$ cat src/rtl/sub_pkg.sv
// ---------------------------------------------------------------------------
// sub_pkg -- shared definitions for the sequential slice-serial subtractor.
//
// Contents:
//   state_e          FSM state type (IDLE / CALC / DONE)
//   SUB_WIDTH        default operand / result width
//   SUB_SLICE_W      default number of bits processed per cycle
//   sub_num_slices() number of slices for a given width / slice width
// ---------------------------------------------------------------------------
package sub_pkg;

   typedef enum logic [1:0] {
      IDLE = 2'd0,
      CALC = 2'd1,
      DONE = 2'd2
   } state_e;

   localparam int unsigned SUB_WIDTH   = 32;
   localparam int unsigned SUB_SLICE_W = 8;

   function automatic int unsigned sub_num_slices(input int unsigned w,
                                                  input int unsigned sw);
      return w / sw;
   endfunction

endpackage

$ cat src/rtl/sub_slice.sv
// ---------------------------------------------------------------------------
// sub_slice -- combinational W-bit subtract with borrow in / borrow out.
//
// Ports:
//   a_i    [W-1:0]  minuend slice
//   b_i    [W-1:0]  subtrahend slice
//   bin_i           borrow into this slice
//   d_o    [W-1:0]  a_i - b_i - bin_i modulo 2^W
//   bout_o          borrow out of this slice (1 when a_i < b_i + bin_i)
// ---------------------------------------------------------------------------
module sub_slice
   import sub_pkg::*;
#(
   parameter int unsigned W = SUB_SLICE_W
) (
   input  logic [W-1:0] a_i,
   input  logic [W-1:0] b_i,
   input  logic         bin_i,
   output logic [W-1:0] d_o,
   output logic         bout_o
);

   logic [W:0] ext;

   // One extra bit on the left: it goes to 1 exactly when the subtraction
   // underflows, which is the borrow out.
   always_comb begin
      ext    = {1'b0, a_i} - {1'b0, b_i} - {{W{1'b0}}, bin_i};
      d_o    = ext[W-1:0];
      bout_o = ext[W];
   end

endmodule

$ cat src/rtl/sub_32bit_seq.sv
// ---------------------------------------------------------------------------
// sub_32bit_seq -- sequential unsigned subtractor, one SLICE_W slice per cycle.
//
// A single sub_slice instance is time-multiplexed across the operand, LSB
// slice first. Accepting an operand pair takes one edge in IDLE; the result
// appears WIDTH/SLICE_W edges later in DONE and is held until out_ready.
//
// Parameters:
//   WIDTH    operand / result width (multiple of SLICE_W)
//   SLICE_W  bits processed per cycle
//
// Ports:
//   clk         clock, all state on rising edge
//   rst_n       synchronous active-low reset
//   in_valid    operand pair offered
//   in_ready    block idle and able to accept operands
//   a, b        minuend / subtrahend (unsigned)
//   out_valid   result available
//   out_ready   consumer takes the result
//   diff        a - b modulo 2^WIDTH (last completed value)
//   borrow_out  1 when a < b
//
// Build option:
//   SUB_SATURATE_EN  when defined, a final borrow forces diff to 0
//                    (unsigned floor); borrow_out still reports 1.
// ---------------------------------------------------------------------------
module sub_32bit_seq
   import sub_pkg::*;
#(
   parameter int unsigned WIDTH   = SUB_WIDTH,
   parameter int unsigned SLICE_W = SUB_SLICE_W
) (
   input  logic             clk,
   input  logic             rst_n,
   input  logic             in_valid,
   output logic             in_ready,
   input  logic [WIDTH-1:0] a,
   input  logic [WIDTH-1:0] b,
   output logic             out_valid,
   input  logic             out_ready,
   output logic [WIDTH-1:0] diff,
   output logic             borrow_out
);

   localparam int unsigned NSLICES = sub_num_slices(WIDTH, SLICE_W);
   localparam int unsigned IDX_W   = (NSLICES > 1) ? $clog2(NSLICES) : 1;

   state_e             state_q;
   logic [WIDTH-1:0]   a_q;
   logic [WIDTH-1:0]   b_q;
   logic [WIDTH-1:0]   res_q;
   logic [WIDTH-1:0]   res_d;
   logic [IDX_W-1:0]   idx_q;
   logic               borrow_q;
   logic [WIDTH-1:0]   diff_q;
   logic               borrow_out_q;
   logic               out_valid_q;
   logic               in_ready_q;

   logic [SLICE_W-1:0] slice_d;
   logic               slice_bout;

   // Operands are shifted right after each slice, so the active slice is
   // always the low SLICE_W bits; no variable part-select is needed.
   sub_slice #(
      .W (SLICE_W)
   ) u_slice (
      .a_i    (a_q[SLICE_W-1:0]),
      .b_i    (b_q[SLICE_W-1:0]),
      .bin_i  (borrow_q),
      .d_o    (slice_d),
      .bout_o (slice_bout)
   );

   // Partial result fills from the top: after NSLICES shifts the first
   // computed slice has arrived at the LSB position.
   always_comb begin
      res_d = (res_q >> SLICE_W) | (WIDTH'(slice_d) << (WIDTH - SLICE_W));
   end

   always_ff @(posedge clk) begin
      if (!rst_n) begin
         state_q      <= IDLE;
         a_q          <= '0;
         b_q          <= '0;
         res_q        <= '0;
         idx_q        <= '0;
         borrow_q     <= 1'b0;
         diff_q       <= '0;
         borrow_out_q <= 1'b0;
         out_valid_q  <= 1'b0;
         in_ready_q   <= 1'b1;
      end else begin
         case (state_q)
            IDLE: begin
               if (in_valid) begin
                  a_q        <= a;
                  b_q        <= b;
                  res_q      <= '0;
                  idx_q      <= '0;
                  borrow_q   <= 1'b0;
                  in_ready_q <= 1'b0;
                  state_q    <= CALC;
               end
            end

            CALC: begin
               a_q      <= a_q >> SLICE_W;
               b_q      <= b_q >> SLICE_W;
               res_q    <= res_d;
               borrow_q <= slice_bout;
               idx_q    <= idx_q + IDX_W'(1);
               if (idx_q == IDX_W'(NSLICES - 1)) begin
                  // diff only changes here, so it keeps the last completed
                  // result while no result is being presented.
`ifdef SUB_SATURATE_EN
                  diff_q <= slice_bout ? '0 : res_d;
`else
                  diff_q <= res_d;
`endif
                  borrow_out_q <= slice_bout;
                  out_valid_q  <= 1'b1;
                  state_q      <= DONE;
               end
            end

            DONE: begin
               if (out_ready) begin
                  out_valid_q <= 1'b0;
                  in_ready_q  <= 1'b1;
                  state_q     <= IDLE;
               end
            end

            default: begin
               out_valid_q <= 1'b0;
               in_ready_q  <= 1'b1;
               state_q     <= IDLE;
            end
         endcase
      end
   end

   assign in_ready   = in_ready_q;
   assign out_valid  = out_valid_q;
   assign diff       = diff_q;
   assign borrow_out = borrow_out_q;

endmodule

$ cat config.mk
export PLATFORM = sky130hd
export DESIGN_NAME = sub_32bit_seq
export DESIGN_NICKNAME = d
export VERILOG_FILES = /design/src/rtl/sub_pkg.sv /design/src/rtl/sub_slice.sv /design/src/rtl/sub_32bit_seq.sv
export SDC_FILE = /design/constraint.sdc
export NUM_CORES = 1
export LEC_CHECK = 0
export BUFFER_PORTS_ARGS = -buffer_cell sky130_fd_sc_hd__buf_2
export CORE_MARGIN = 2
export CORE_UTILIZATION = 50
export DETAILED_ROUTE_END_ITERATION = 7
export PLACE_DENSITY = 0.8
export SLEW_MARGIN = 10
export SYNTH_ARGS = -nofsm -noshare
export SYNTH_HDL_FRONTEND = slang
export SYNTH_SLANG_ARGS = --single-unit
$ cat constraint.sdc
create_clock -name clk -period 2.33 [get_ports clk]
set_input_delay 0.1165 -clock clk [delete_from_list [all_inputs] [get_ports clk]]
set_output_delay 0.1165 -clock clk [all_outputs]
set_load 0.05 [all_outputs]
==> impl_metrics.json <==
{
  "run_status": "completed",
  "ys_seq_area_share_pct": 45.1,
  "pwr-share-clk_pct": 44.8,
  "cp.required_ns": 2.66,
  "ys_ff_latch": 128,
  "grt_pass1_wl_um": 23100,
  "cts_root_buffer": "clkbuf_16",
  "period_minus_slack_ns": 2.21,
  "swShare_pct": 27.0,
  "cts_sinks": 128,
  "p_int_mw": 4.48,
  "grt_max_degree": 61,
  "rows": 38,
  "avgSynthCellArea_um2": 8.59,
  "vias_per_cell": 5.73,
  "hold_violations": 0,
  "areaGrowthSynthToFinish_pct": 23.5,
  "gr-total-overflow": 0,
  "critical_path_class": "reg -> reg",
  "comb_power_share_pct": 16.0,
  "drt-total-wl_um": 14100,
  "cpMostUsedCell": "inv_1",
  "drt_iter0_drc": 409,
  "power.switching_mw": 1.66,
  "worstMarginPinSlew_ns": 1.12,
  "die_x_um": 111,
  "peakVddDrop_v": 0.000603,
  "crit_chain": "inv_1, fa_1, inv_1, ha_1, o211a_1, a2111o_1, and2_4, o311ai_2",
  "synthArstFlopShare_pct": 0,
  "nets": 839,
  "crit_fanout": 3,
  "yosys-top-cells-area": "dfxtp_1, o221a_2, a21oi_1",
  "synth_edf_count": 0,
  "path_buf_inv": 2,
  "drt_first_pass_iters": 5,
  "cts_resized": 0,
  "synth_ff_type": "dfxtp_1",
  "drcViolationCount": 0,
  "cts_max_level": 4,
  "holdPathEnd": "state_q[1]",
  "postSynthCellCount": 662,
  "timing.final.ws_setup_ns": 0.118,
  "synth_cell_types": 44,
  "finalSetupViolCount": 0,
  "tns_ns": 0,
  "portBuffers": 102,
  "relSlewSlack_pct": 25.0,
  "crit-reg2reg-launch": "b_q[0]",
  "synth_fp_nets": 747,
  "cts_tree": "built",
  "final_cell_mix": "dfxtp_1, nor2_1, buf_2",
  "antenna_found_initial": 0,
  "r2r_slack_ns": 0.12,
  "hp-class": "in -> reg",
  "hold_depth": 4,
  "synth_top_area_share_pct": 45.1,
  "cts.clk_slew.worst_paths_ns": 0.06,
  "cts_setup_buffers": 0,
  "slowest_stage": "fa_1",
  "ant_nets": 0,
  "drive_gt1_share_pct": 27.1,
  "setup.worst_path.end_class": "register",
  "clock-skew-final_ns": 0.0170,
  "core_um2": 11000,
  "clk_path_buf_depth": 2,
  "post-place-ws_ns": 0.0677,
  "start_util_pct": 51.8,
  "rsz0062_at_grt": "no",
  "first_global_vias": 4972,
  "place_area_um2": 6240,
  "maxClockFrequency_mhz": 452,
  "max_cap_viol_count": 0,
  "routedWlPerCell_um": 15.5,
  "via_count": 5198,
  "max_stage_delay_ns": 0.52,
  "insertion_delay_ns": 0.43,
  "power_frac_seq_pct": 39.2,
  "cellLeakagePower_nw": 3.00,
  "cp_data_arrival_time_ns": 2.54,
  "yosys_warnings": 0,
  "power_density_nw_per_um2": 875,
  "final_common_cell": "dfxtp_1",
  "place_congestion": 0.813,
  "syn_area_um2": 5680,
  "synth_top_cell_by_area": "dfxtp_1",
  "maxSlewViolCount": 0,
  "reg2reg_to": "res_q[31]",
  "rr_worst_depth": 8,
  "io_pins": 103,
  "grtUsageTotal_pct": 22.8,
  "dieArea_um2": 12200,
  "fin_area_um2": 7020,
  "min_period_over_period_pct": 94.9,
  "critPathTopFamily": "compound AO/OA/AOI/OAI gates",
  "die_h_um": 111,
  "dp_hpwl_um": 8980,
  "diodes": 0,
  "start_kind": "register",
  "cts_buffers": 17,
  "hold_start": "out_ready"
}
==> metrics by stage <==
| stage | hold slack [ns] | util, % | power (mW) | instances |
|---|---|---|---|---|
| 2_1_floorplan | 0.265 | - | 3.13 | 662 |
| 3_3_place_gp | 0.352 | 56.8 | 3.34 | 859 |
| 3_5_place_dp | 0.357 | 56.8 | 3.38 | 859 |
| 4_1_cts | 0.0106 | 63.9 | 6.14 | 907 |
| 5_1_grt | 0.0401 | 63.9 | 6.38 | 907 |
| 6_report | 0.0246 | 63.9 | 6.14 | 907 |
==> tightest hold or removal path: cells and delay by family <==
family	cells	cell delay (ns)
AOI/OAI and AO/OA	1	0.06
and+or+nand+nor	2	0.11
buffers and inverters	1	0.12
==> cells in the mapped netlist, types with 2 or more instances <==
library cell  instances
nor2b_1              49
nand2_1              56
clkbuf_1             36
nand4_1               2
dfxtp_1             128
o211ai_1              4
o21a_1                3
buf_2                17
a22oi_1              35
nand3_1              12
fa_1                  2
o2111ai_1             2
nand2b_1              3
a21oi_1              81
o21ai_0               6
o221a_2              48
nor3_1                3
o31ai_1               2
a21o_1                2
buf_1                 5
ha_1                 15
o311ai_2              2
xnor2_1               2
a2111o_1              2
a32oi_1               2
inv_1                23
nor2_1              103
==> worst max path at each step <==
stage | cells after the start | startpoint | endpoint
global route | 8 | b_q[0] | res_q[31]
global placement | 8 | b_q[0] | res_q[31]
floorplan | 8 | b_q[0] | diff[31]
CTS | 8 | b_q[0] | res_q[31]
finish | 8 | b_q[0] | res_q[31]
detailed placement | 8 | b_q[0] | res_q[31]
==> state kept, by name, indices dropped and copies added, names as in the netlist, 2 cells and up <==
name / cells
state_q: 2
diff: 32
b_q: 32
res_q: 24
a_q: 32
idx_q: 2
==> repair_timing <==
| action | 4_1_cts | 5_1_grt |
|---|---|---|
| hold buffers | 16 | 0 |
| hold endpoints to repair | 16 | 0 |
| setup endpoints to repair | 0 | 2 |
==> layout make-up <==
type	instances	area (µm²)
tap	140	175
clock buffer	18	439
sequential	128	2560
clock inverter	14	180
timing repair buffer	131	768
fill	893	3970
multi-input combinational	453	2800
inverter	23	86.3
==> per-layer routing <==
layer / GRT usage [%] / up-vias / routed length [µm] / part of all wire (%)
li1: - / 2517 / - / -
met1: 27.2 / 2469 / 5950 / 42
met2: 39.4 / 181 / 7060 / 50
met3: 6.48 / 31 / 773 / 5.5
met4: 7.67 / 0 / 296 / 2.1
met5: 0 / - / 0 / 0
==> cells by family after synthesis <==
family                   after synthesis  synth area share (%)
AO/OA/AOI/OAI                        195                  25.7
buffers and inverters                 81                  5.72
adder cells (fa/ha/maj)               17                  4.01
XOR/XNOR                               3                 0.462
flip-flops                           128                  45.1
AND/OR/NAND/NOR                      238                  19.0
==> power groups by stage <==
stage | clock, mW | sequential (mW) | combinational [mW]
floorplan | 0 | 2.43 | 0.701
global placement | 0 | 2.44 | 0.899
detailed placement | 0 | 2.45 | 0.931
CTS | 2.77 | 2.40 | 0.965
global route | 2.88 | 2.42 | 1.08
finish | 2.75 | 2.41 | 0.980
No activity file was read; power rests on OpenSTA's default activity.
